[src/rtl/mdio_master.sv]
// mdio_master: IEEE 802.3 Clause 22 MDIO management master with a valid/ready
// command port, divided MDC, and read data / ack-error response.
// Optional feature macro: MDIO_PRE_SUPPRESS_EN adds cmd_nopre, which skips the
// preamble for the accepted command.
module mdio_master #(
  parameter int unsigned CLK_DIV = 20,
  parameter int unsigned PRE_LEN = 32
) (
  input  logic        clk,
  input  logic        rst_n,
  input  logic        cmd_valid,
  output logic        cmd_ready,
  input  logic        cmd_write,
  input  logic [4:0]  cmd_phy,
  input  logic [4:0]  cmd_reg,
  input  logic [15:0] cmd_wdata,
`ifdef MDIO_PRE_SUPPRESS_EN
  input  logic        cmd_nopre,
`endif
  output logic        rsp_valid,
  output logic [15:0] rsp_rdata,
  output logic        rsp_err,
  output logic        busy,
  output logic        mdc,
  output logic        mdio_o,
  output logic        mdio_oe,
  input  logic        mdio_i
);

  localparam int unsigned PERIOD   = 2 * CLK_DIV;
  localparam int unsigned DIV_W    = $clog2(PERIOD);
  localparam int unsigned BIT_W    = 7;
  localparam int unsigned TA_OFS   = 14;
  localparam int unsigned DATA_OFS = 16;
  localparam int unsigned LAST_OFS = 31;

  localparam logic [2:0] S_IDLE  = 3'd0;
  localparam logic [2:0] S_SHIFT = 3'd1;
  localparam logic [2:0] S_TA_RD = 3'd2;
  localparam logic [2:0] S_READ  = 3'd3;
  localparam logic [2:0] S_DONE  = 3'd4;

  logic [2:0]       r_state,   w_state;
  logic [DIV_W-1:0] r_div,     w_div;
  logic [BIT_W-1:0] r_bit,     w_bit;
  logic             r_write,   w_write;
  logic [4:0]       r_phy,     w_phy;
  logic [4:0]       r_reg,     w_reg;
  logic [15:0]      r_wdata,   w_wdata;
  logic             r_nopre,   w_nopre;
  logic [15:0]      r_rd_shift, w_rd_shift;
  logic             r_ta_err,  w_ta_err;
  logic             r_mdc,     w_mdc;
  logic             r_mdio_o,  w_mdio_o;
  logic             r_mdio_oe, w_mdio_oe;
  logic             r_busy,    w_busy;
  logic             r_ready,   w_ready;
  logic             r_rsp_valid, w_rsp_valid;
  logic [15:0]      r_rdata,   w_rdata;
  logic             r_err,     w_err;

  logic [BIT_W-1:0] w_pre_cur;
  logic [BIT_W-1:0] w_pre_nxt;
  logic [BIT_W-1:0] w_idx;
  logic [31:0]      w_frame;
  logic             w_active;

  // Preamble length of the command currently in flight
  assign w_pre_cur = r_nopre ? '0 : BIT_W'(PRE_LEN);

  // Next-state, bit sequencing, sampling and next output values
  always_comb begin
    w_state     = r_state;
    w_div       = r_div;
    w_bit       = r_bit;
    w_write     = r_write;
    w_phy       = r_phy;
    w_reg       = r_reg;
    w_wdata     = r_wdata;
    w_nopre     = r_nopre;
    w_rd_shift  = r_rd_shift;
    w_ta_err    = r_ta_err;
    w_rsp_valid = 1'b0;
    w_rdata     = r_rdata;
    w_err       = r_err;

    case (r_state)
      S_IDLE: begin
        if (cmd_valid) begin
          w_write  = cmd_write;
          w_phy    = cmd_phy;
          w_reg    = cmd_reg;
          w_wdata  = cmd_wdata;
`ifdef MDIO_PRE_SUPPRESS_EN
          w_nopre  = cmd_nopre;
`endif
          w_state  = S_SHIFT;
          w_div    = '0;
          w_bit    = '0;
          w_ta_err = 1'b0;
        end
      end
      S_SHIFT, S_TA_RD, S_READ: begin
        // Sample the line in the first cycle of MDC high
        if (r_div == DIV_W'(CLK_DIV)) begin
          if ((r_state == S_TA_RD) && (r_bit == w_pre_cur + BIT_W'(TA_OFS + 1)))
            w_ta_err = mdio_i;
          if (r_state == S_READ)
            w_rd_shift = {r_rd_shift[14:0], mdio_i};
        end
        if (r_div == DIV_W'(PERIOD - 1)) begin
          w_div = '0;
          if (r_bit == w_pre_cur + BIT_W'(LAST_OFS)) begin
            w_state     = S_DONE;
            w_rsp_valid = 1'b1;
            if (r_write) begin
              w_err = 1'b0;
            end else begin
              w_err   = w_ta_err;
              w_rdata = w_rd_shift;
            end
          end else begin
            w_bit = r_bit + BIT_W'(1);
            if (!r_write && (w_bit == w_pre_cur + BIT_W'(TA_OFS)))
              w_state = S_TA_RD;
            else if ((r_state == S_TA_RD) && (w_bit == w_pre_cur + BIT_W'(DATA_OFS)))
              w_state = S_READ;
          end
        end else begin
          w_div = r_div + DIV_W'(1);
        end
      end
      S_DONE:  w_state = S_IDLE;
      default: w_state = S_IDLE;
    endcase

    // Pin values for the next cycle; the line is released outside a frame
    w_pre_nxt = w_nopre ? '0 : BIT_W'(PRE_LEN);
    w_active  = (w_state == S_SHIFT) || (w_state == S_TA_RD) || (w_state == S_READ);
    w_frame   = {2'b01, (w_write ? 2'b01 : 2'b10), w_phy, w_reg, 2'b10, w_wdata};
    w_idx     = w_bit - w_pre_nxt;
    w_mdc     = w_active && (w_div >= DIV_W'(CLK_DIV));
    w_mdio_oe = w_active && (w_write || (w_bit < w_pre_nxt + BIT_W'(TA_OFS)));
    w_mdio_o  = 1'b1;
    if (w_mdio_oe && (w_bit >= w_pre_nxt))
      w_mdio_o = w_frame[5'(BIT_W'(LAST_OFS) - w_idx)];
    w_busy    = (w_state != S_IDLE);
    w_ready   = (w_state == S_IDLE);
  end

  // State and output registers
  always_ff @(posedge clk or negedge rst_n) begin
    if (!rst_n) begin
      r_state     <= S_IDLE;
      r_div       <= '0;
      r_bit       <= '0;
      r_write     <= 1'b0;
      r_phy       <= '0;
      r_reg       <= '0;
      r_wdata     <= '0;
      r_nopre     <= 1'b0;
      r_rd_shift  <= '0;
      r_ta_err    <= 1'b0;
      r_mdc       <= 1'b0;
      r_mdio_o    <= 1'b1;
      r_mdio_oe   <= 1'b0;
      r_busy      <= 1'b0;
      r_ready     <= 1'b1;
      r_rsp_valid <= 1'b0;
      r_rdata     <= '0;
      r_err       <= 1'b0;
    end else begin
      r_state     <= w_state;
      r_div       <= w_div;
      r_bit       <= w_bit;
      r_write     <= w_write;
      r_phy       <= w_phy;
      r_reg       <= w_reg;
      r_wdata     <= w_wdata;
      r_nopre     <= w_nopre;
      r_rd_shift  <= w_rd_shift;
      r_ta_err    <= w_ta_err;
      r_mdc       <= w_mdc;
      r_mdio_o    <= w_mdio_o;
      r_mdio_oe   <= w_mdio_oe;
      r_busy      <= w_busy;
      r_ready     <= w_ready;
      r_rsp_valid <= w_rsp_valid;
      r_rdata     <= w_rdata;
      r_err       <= w_err;
    end
  end

  assign cmd_ready = r_ready;
  assign rsp_valid = r_rsp_valid;
  assign rsp_rdata = r_rdata;
  assign rsp_err   = r_err;
  assign busy      = r_busy;
  assign mdc       = r_mdc;
  assign mdio_o    = r_mdio_o;
  assign mdio_oe   = r_mdio_oe;

endmodule

[config.mk]
export PLATFORM = sky130hd
export DESIGN_NAME = mdio_master
export DESIGN_NICKNAME = d
export VERILOG_FILES = /design/src/rtl/mdio_master.sv
export SDC_FILE = /design/constraint.sdc
export NUM_CORES = 1
export LEC_CHECK = 0
export ABC_AREA = 1
export ABC_CLOCK_PERIOD_IN_PS = 2100
export BUFFER_PORTS_ARGS = -buffer_cell sky130_fd_sc_hd__buf_2
export CORE_UTILIZATION = 60
export CTS_BUF_LIST = sky130_fd_sc_hd__clkbuf_8
export CTS_CLUSTER_DIAMETER = 30
export DETAILED_ROUTE_END_ITERATION = 10
export GPL_TIMING_DRIVEN = 0
export PLACE_DENSITY = 0.93
export SLEW_MARGIN = 30
export SYNTH_ARGS = -nofsm -noshare
export SYNTH_HDL_FRONTEND = slang
export SYNTH_SLANG_ARGS = --single-unit
[constraint.sdc]
create_clock -name clk -period 2.1 [get_ports clk]
set_input_delay 0.105 -clock clk [delete_from_list [all_inputs] [get_ports clk]]
set_output_delay 0.105 -clock clk [all_outputs]
set_load 0.05 [all_outputs]
; ---- Word level (Yosys, flattened, before mapping)
; Cells that the tools add are included.
[totals]
reg_bits = 83
inputBits = 31
out_inout_bits = 23
elab_cells = 92
[classes]
add_sub_neg = 4
n_lt_le_gt_ge = 4
eq_ne = 13
muxes = 35
bitwise = 1
reduce_logical = 18
[ops]
columns = operator, count
row1 = $mux W16, 4
row2 = $eq A7 B6 Y1 const B, 4
row3 = $mux W7, 3
row4 = $mux W5, 4
row5 = $mux W3, 5
row6 = $pmux W7 S2, 1
row7 = $eq A3 B2 Y1 const B, 4
row8 = $mux W6, 2
row9 = $pmux W6 S2, 1
row10 = $mux W1, 11
row11 = $add A7 B1 Y7 const B, 1
row12 = $ge A7 B6 Y1 const B, 1
row13 = $lt A7 B6 Y1 const B, 1
row14 = $add A6 B1 Y6 const B, 1
row15 = $eq A3 B1 Y1 const B, 2
row16 = $eq A6 B5 Y1 const B, 1
row17 = $eq A6 B6 Y1 const B, 1
row18 = $ge A6 B5 Y1 const B, 1
row19 = $logic_and A1 B1 Y1, 6
row20 = $logic_not A3 Y1, 2
row21 = $lt A5 B6 Y1 const B, 1
row22 = $pmux W3 S2, 1
row23 = $bmux W1 S5, 1
row24 = $sub A5 B1 Y5 const B, 1
row25 = other kinds (13), 15

; ---- Longest topological paths before layout
[depth]
depth_word = 14
depth_mapped = 17
depth_no_buf = 17

; ---- Worst setup path after synthesis
; OpenSTA, ideal clock, no wires.
[synth_timing]
path_type = register to register
start = register r_bit[0]
end = register r_mdio_o (netlist: mdio_o)
setup_time_ns = 0.077
arrival_ns = 1.837
required_time_ns = 2.023
setup_slack_ns = 0.186
path_stages_with_launch = 18
n_path_buf = 1
synth_period_minus_slack_ns = 1.914
cell_sequence = dfrtp_1 > ha_1 > nand2_1 > nor2_4 > nand2_4 > nand2_4 > nand2_4 > nand2_2 > nand2_1 > nand2_2 > buf_6 > nand2_2 > nand3_2 > nand2_1 > nor2_1 > nand2_1 > nand3_1 > nand2_1
[synth_via]
word_cells_on_any_way = 30
classes_between = 3 x add/sub / 2 x order compare / 6 x eq/ne / 12 x mux / 7 x reduce/logical
[synth_rtl]
columns = item, line
row1 = "start, declared", 45  ; logic [BIT_W-1:0] r_bit, w_bit;
row2 = "start signal, assigned", 175  ; r_bit <= w_bit;
row3 = $add A7 B1 Y7 / $eq A7 B6 Y1 (equally long branches), "123, 113"
row4 = $mux W7, 113  ; if (r_bit == w_pre_cur + BIT_W'(LAST_OFS)) begin
row5 = $mux W7, 111  ; if (r_div == DIV_W'(PERIOD - 1)) begin
row6 = $pmux W7 S2 (*), 87  ; case (r_state)
row7 = via w_bit[0], 45
row8 = $sub A5 B1 Y5 / $lt A7 B6 Y1 (equally long branches), "141, 143"
row9 = $sub A5 B5 Y5 / $logic_or A1 B1 Y1 (equally long branches), "146, 143"
row10 = $bmux W1 S5 / $logic_and A1 B1 Y1 (equally long branches), "146, 143"
row11 = $mux W1 (not written as such) / $logic_and A1 B1 Y1 (equally long branches), "146, 145"
row12 = $mux W1 (*), 145  ; if (w_mdio_oe && (w_bit >= w_pre_nxt))
row13 = via w_mdio_o, 54  ; logic r_mdio_o, w_mdio_o;
row14 = "end signal, assigned", 184  ; r_mdio_o <= w_mdio_o;
row15 = "end, declared", 54
; The timed path passes the listed nets; every way through them passes the cells marked *. The select of a mux whose other input is x is not followed.
; A chain may end at the register's enable or synchronous reset.

; ---- Final worst setup path
; Same ends and word-level chain as after synthesis.

==> impl_metrics.json <==
{
  "status": "complete, but fails checks",
  "failed_checks": "design-rule violations, negative hold slack",
  "drtIter0Drc": 328,
  "dpl_worst_slack_ps": -116,
  "maxCapViolCount": 0,
  "peakVddDrop_mv": 0.437,
  "num_vias": 3848,
  "synth_mux_area_frac": 0.00820,
  "fillerInstances": 380,
  "synthesis.area_um2": 4120,
  "clk_path_buf_depth": 2,
  "p_per_area_nw_per_um2": 551,
  "crit_path_end_kind": "flop",
  "overflow": 0,
  "r2r_start": "r_bit[0]",
  "hold_viol": 4,
  "synth_cell_types": 35,
  "seqPwrFrac": 0.550,
  "max_freq_mhz": 482,
  "groute.usage.overall": 0.281,
  "yosys.area.top_type_share": 0.492,
  "combPwrFrac": 0.027,
  "crit_path_start": "r_bit[0]",
  "fin_ws_ps": 23.4,
  "dpl.hpwl_um": 6590,
  "syn_nets": 549,
  "synth_top_area_cell": "dfrtp_1",
  "dpl-instance-area_um2": 4510,
  "clkLatencyLatePin_ps": 370,
  "syn_inst": 513,
  "fin_nets": 645,
  "max_slew.worst_pin.slew_ps": 447,
  "n_antenna_cell": 0,
  "total_power_mw": 2.90,
  "antenna_found_initial": 0,
  "grt_pass1_vias": 3547,
  "io_buffers": 53,
  "grt_max_degree": 51,
  "finalSetupViolCount": 0,
  "syn_avg_cell_area_um2": 8.03,
  "layout-drive-gt1-share": 0.283,
  "hp-class": "input pin to flop",
  "holdWs_ps": -8.36,
  "fin_crit_sh": 0.989,
  "wl_um": 10700,
  "synth_area_leaders": "dfrtp_1 49%, nand2_1 12%, inv_1 8.7%",
  "worst-path-max-fanout": 5,
  "rsz0062_at_grt": "true",
  "path_class": "flop to flop",
  "grt_pass1_wl_um": 15700,
  "tritoncts": "done",
  "min-delay-start": "cmd_wdata[7]",
  "clock_sinks": 83,
  "yosys.area_share.simple": 0.246,
  "coreArea_um2": 6490,
  "first_pass_iters": 8,
  "post_drt_wl_per_cell_um": 15.5,
  "via_per_inst": 5.57,
  "synth_xor_area_frac": 0.00851,
  "io_pins": 54,
  "synth_compound_area_frac": 0.107,
  "area_delta_synth_final_pct": 27.9,
  "internal_power_mw": 2.23,
  "path_clk_slew_ps": 90,
  "power.leakage_nw": 2.70,
  "cts_made_buffers": 9,
  "cts_root_buffer": "clkbuf_8",
  "postRouteAntennaNets": 0,
  "htree_levels": 3,
  "gp_congestion": 0.935,
  "die_h_um": 84.8,
  "period_minus_slack_ps": 2080,
  "ys_ff_latch": 83,
  "clkPwrFrac": 0.423,
  "row_count": 29,
  "start_util": 0.634,
  "yosys_warnings": 0,
  "max_slew_margin": 0.702,
  "cp-start-kind": "flop",
  "dieArea_um2": 7200,
  "arrival_ps": 2390,
  "synth_fa_ha_area_frac": 0.0152,
  "final_cell_mix": "121 x nand2_1, 95 x inv_1, 78 x dfrtp_1, 52 x buf_2, 36 x o21ai_0",
  "synth-seq-area-share": 0.505,
  "route.detailed.drc": 3,
  "final_common_cell": "nand2_1",
  "clock_skew_ps": 9.87,
  "die_w_um": 84.8,
  "swShare": 0.233,
  "synth_top_family_by_area": "simple AND/OR/NAND/NOR gates",
  "crit_required_ps": 2420,
  "finalMaxSlewViolations": 0,
  "switchingPower_mw": 0.676,
  "final_area_um2": 5270
}
==> critical path: stages, from the launching register on <==
cell	delay, ps
dfrtp_2	430
ha_4	180
nand2_4	60
nor2_4	160
nand2_4	90
nand2_4	100
nand2_4	80
nand2_4	120
nand2_2	60
nand2_4	110
buf_6	140
nor2_1	60
nor3_1	150
nor2_1	80
nand2_1	60
nand3_1	60
nand2_1	70
==> through the flow <==
stage | TNS [ps] | instances | utilization
final | 0 | 691 | 0.811
after global routing | -192 | 691 | 0.811
after CTS | -27.0 | 665 | 0.738
after detailed placement | -1080 | 644 | 0.695
after global placement | -83.8 | 643 | 0.690
after floorplan | 0 | 513 | -
==> final cells by class <==
cell class	count	area [um^2]	area share
Sequential cell	83	2080	0.396
Multi-Input combinational cell	314	1810	0.344
Timing Repair Buffer	85	584	0.111
Inverter	101	379	0.0720
Clock buffer	10	138	0.0261
Buffer	15	104	0.0197
Tap cell	77	96.3	0.0183
Clock inverter	6	71.3	0.0135
==> Yosys cell counts (all sizes together) <==
cell    count
o21a        9
ha          5
and2        1
dfrtp      81
o21ai      60
or2         1
o22ai       3
a21oi       4
xor2        3
buf         5
nor4        1
xnor2       1
inv       101
nand3      42
nor3        6
dfstp       2
clkbuf     10
mux2        3
o32ai       1
nor2       28
a32o        1
nand4       2
nand2     141
nand3b      2
==> kinds of logic (layout without fill, tap and decap cells) <==
| group | Yosys count | in the layout |
|---|---|---|
| and+or+nand+nor | 224 | 224 |
| buffers and inverters | 116 | 217 |
| DFF | 83 | 83 |
| AOI/OAI and AO/OA | 78 | 78 |
| adders and majority gates | 5 | 5 |
| xor gates and xnor gates | 4 | 4 |
| muxes | 3 | 3 |
==> timing repair <==
| action | 4_1_cts | 5_1_grt |
|---|---|---|
| pin swaps | 0 | 26 |
| hold endpoints to repair | 87 | 1 |
| setup endpoints to repair | 19 | 23 |
| hold buffers | 5 | 1 |
| resized for setup | 6 | 86 |
| setup buffers | 0 | 23 |
| cloned | 0 | 2 |
==> final timing paths <==
path	depth (start not counted)	slack (ps)	endpoint
worst max register to register	16	20	mdio_o
worst min-delay path	3	-8	r_wdata[7]
max in group asynchronous	3	1350	r_bit[1]
min in group asynchronous	2	200	rsp_rdata[12]
worst max-delay path	16	20	mdio_o
worst min register to register	2	490	rsp_rdata[8]
==> power groups by stage <==
| stage | Combinational (mW) | Sequential (mW) | Clock (mW) |
|---|---|---|---|
| 2_1_floorplan | 0.00119 | 1.63 | 0 |
| 3_3_place_gp | 0.0595 | 1.63 | 0 |
| 3_5_place_dp | 0.0691 | 1.63 | 0 |
| 4_1_cts | 0.0765 | 1.60 | 1.23 |
| 5_1_grt | 0.0877 | 1.60 | 1.31 |
| 6_report | 0.0779 | 1.60 | 1.23 |
==> layer usage <==
layer / wire (um) / track usage
met2: 5420 / 0.475
met4: 326 / 0.151
met1: 4300 / 0.354
met3: 642 / 0.0399
met5: 0 / 0
No activity file was read; power rests on OpenSTA's default activity.
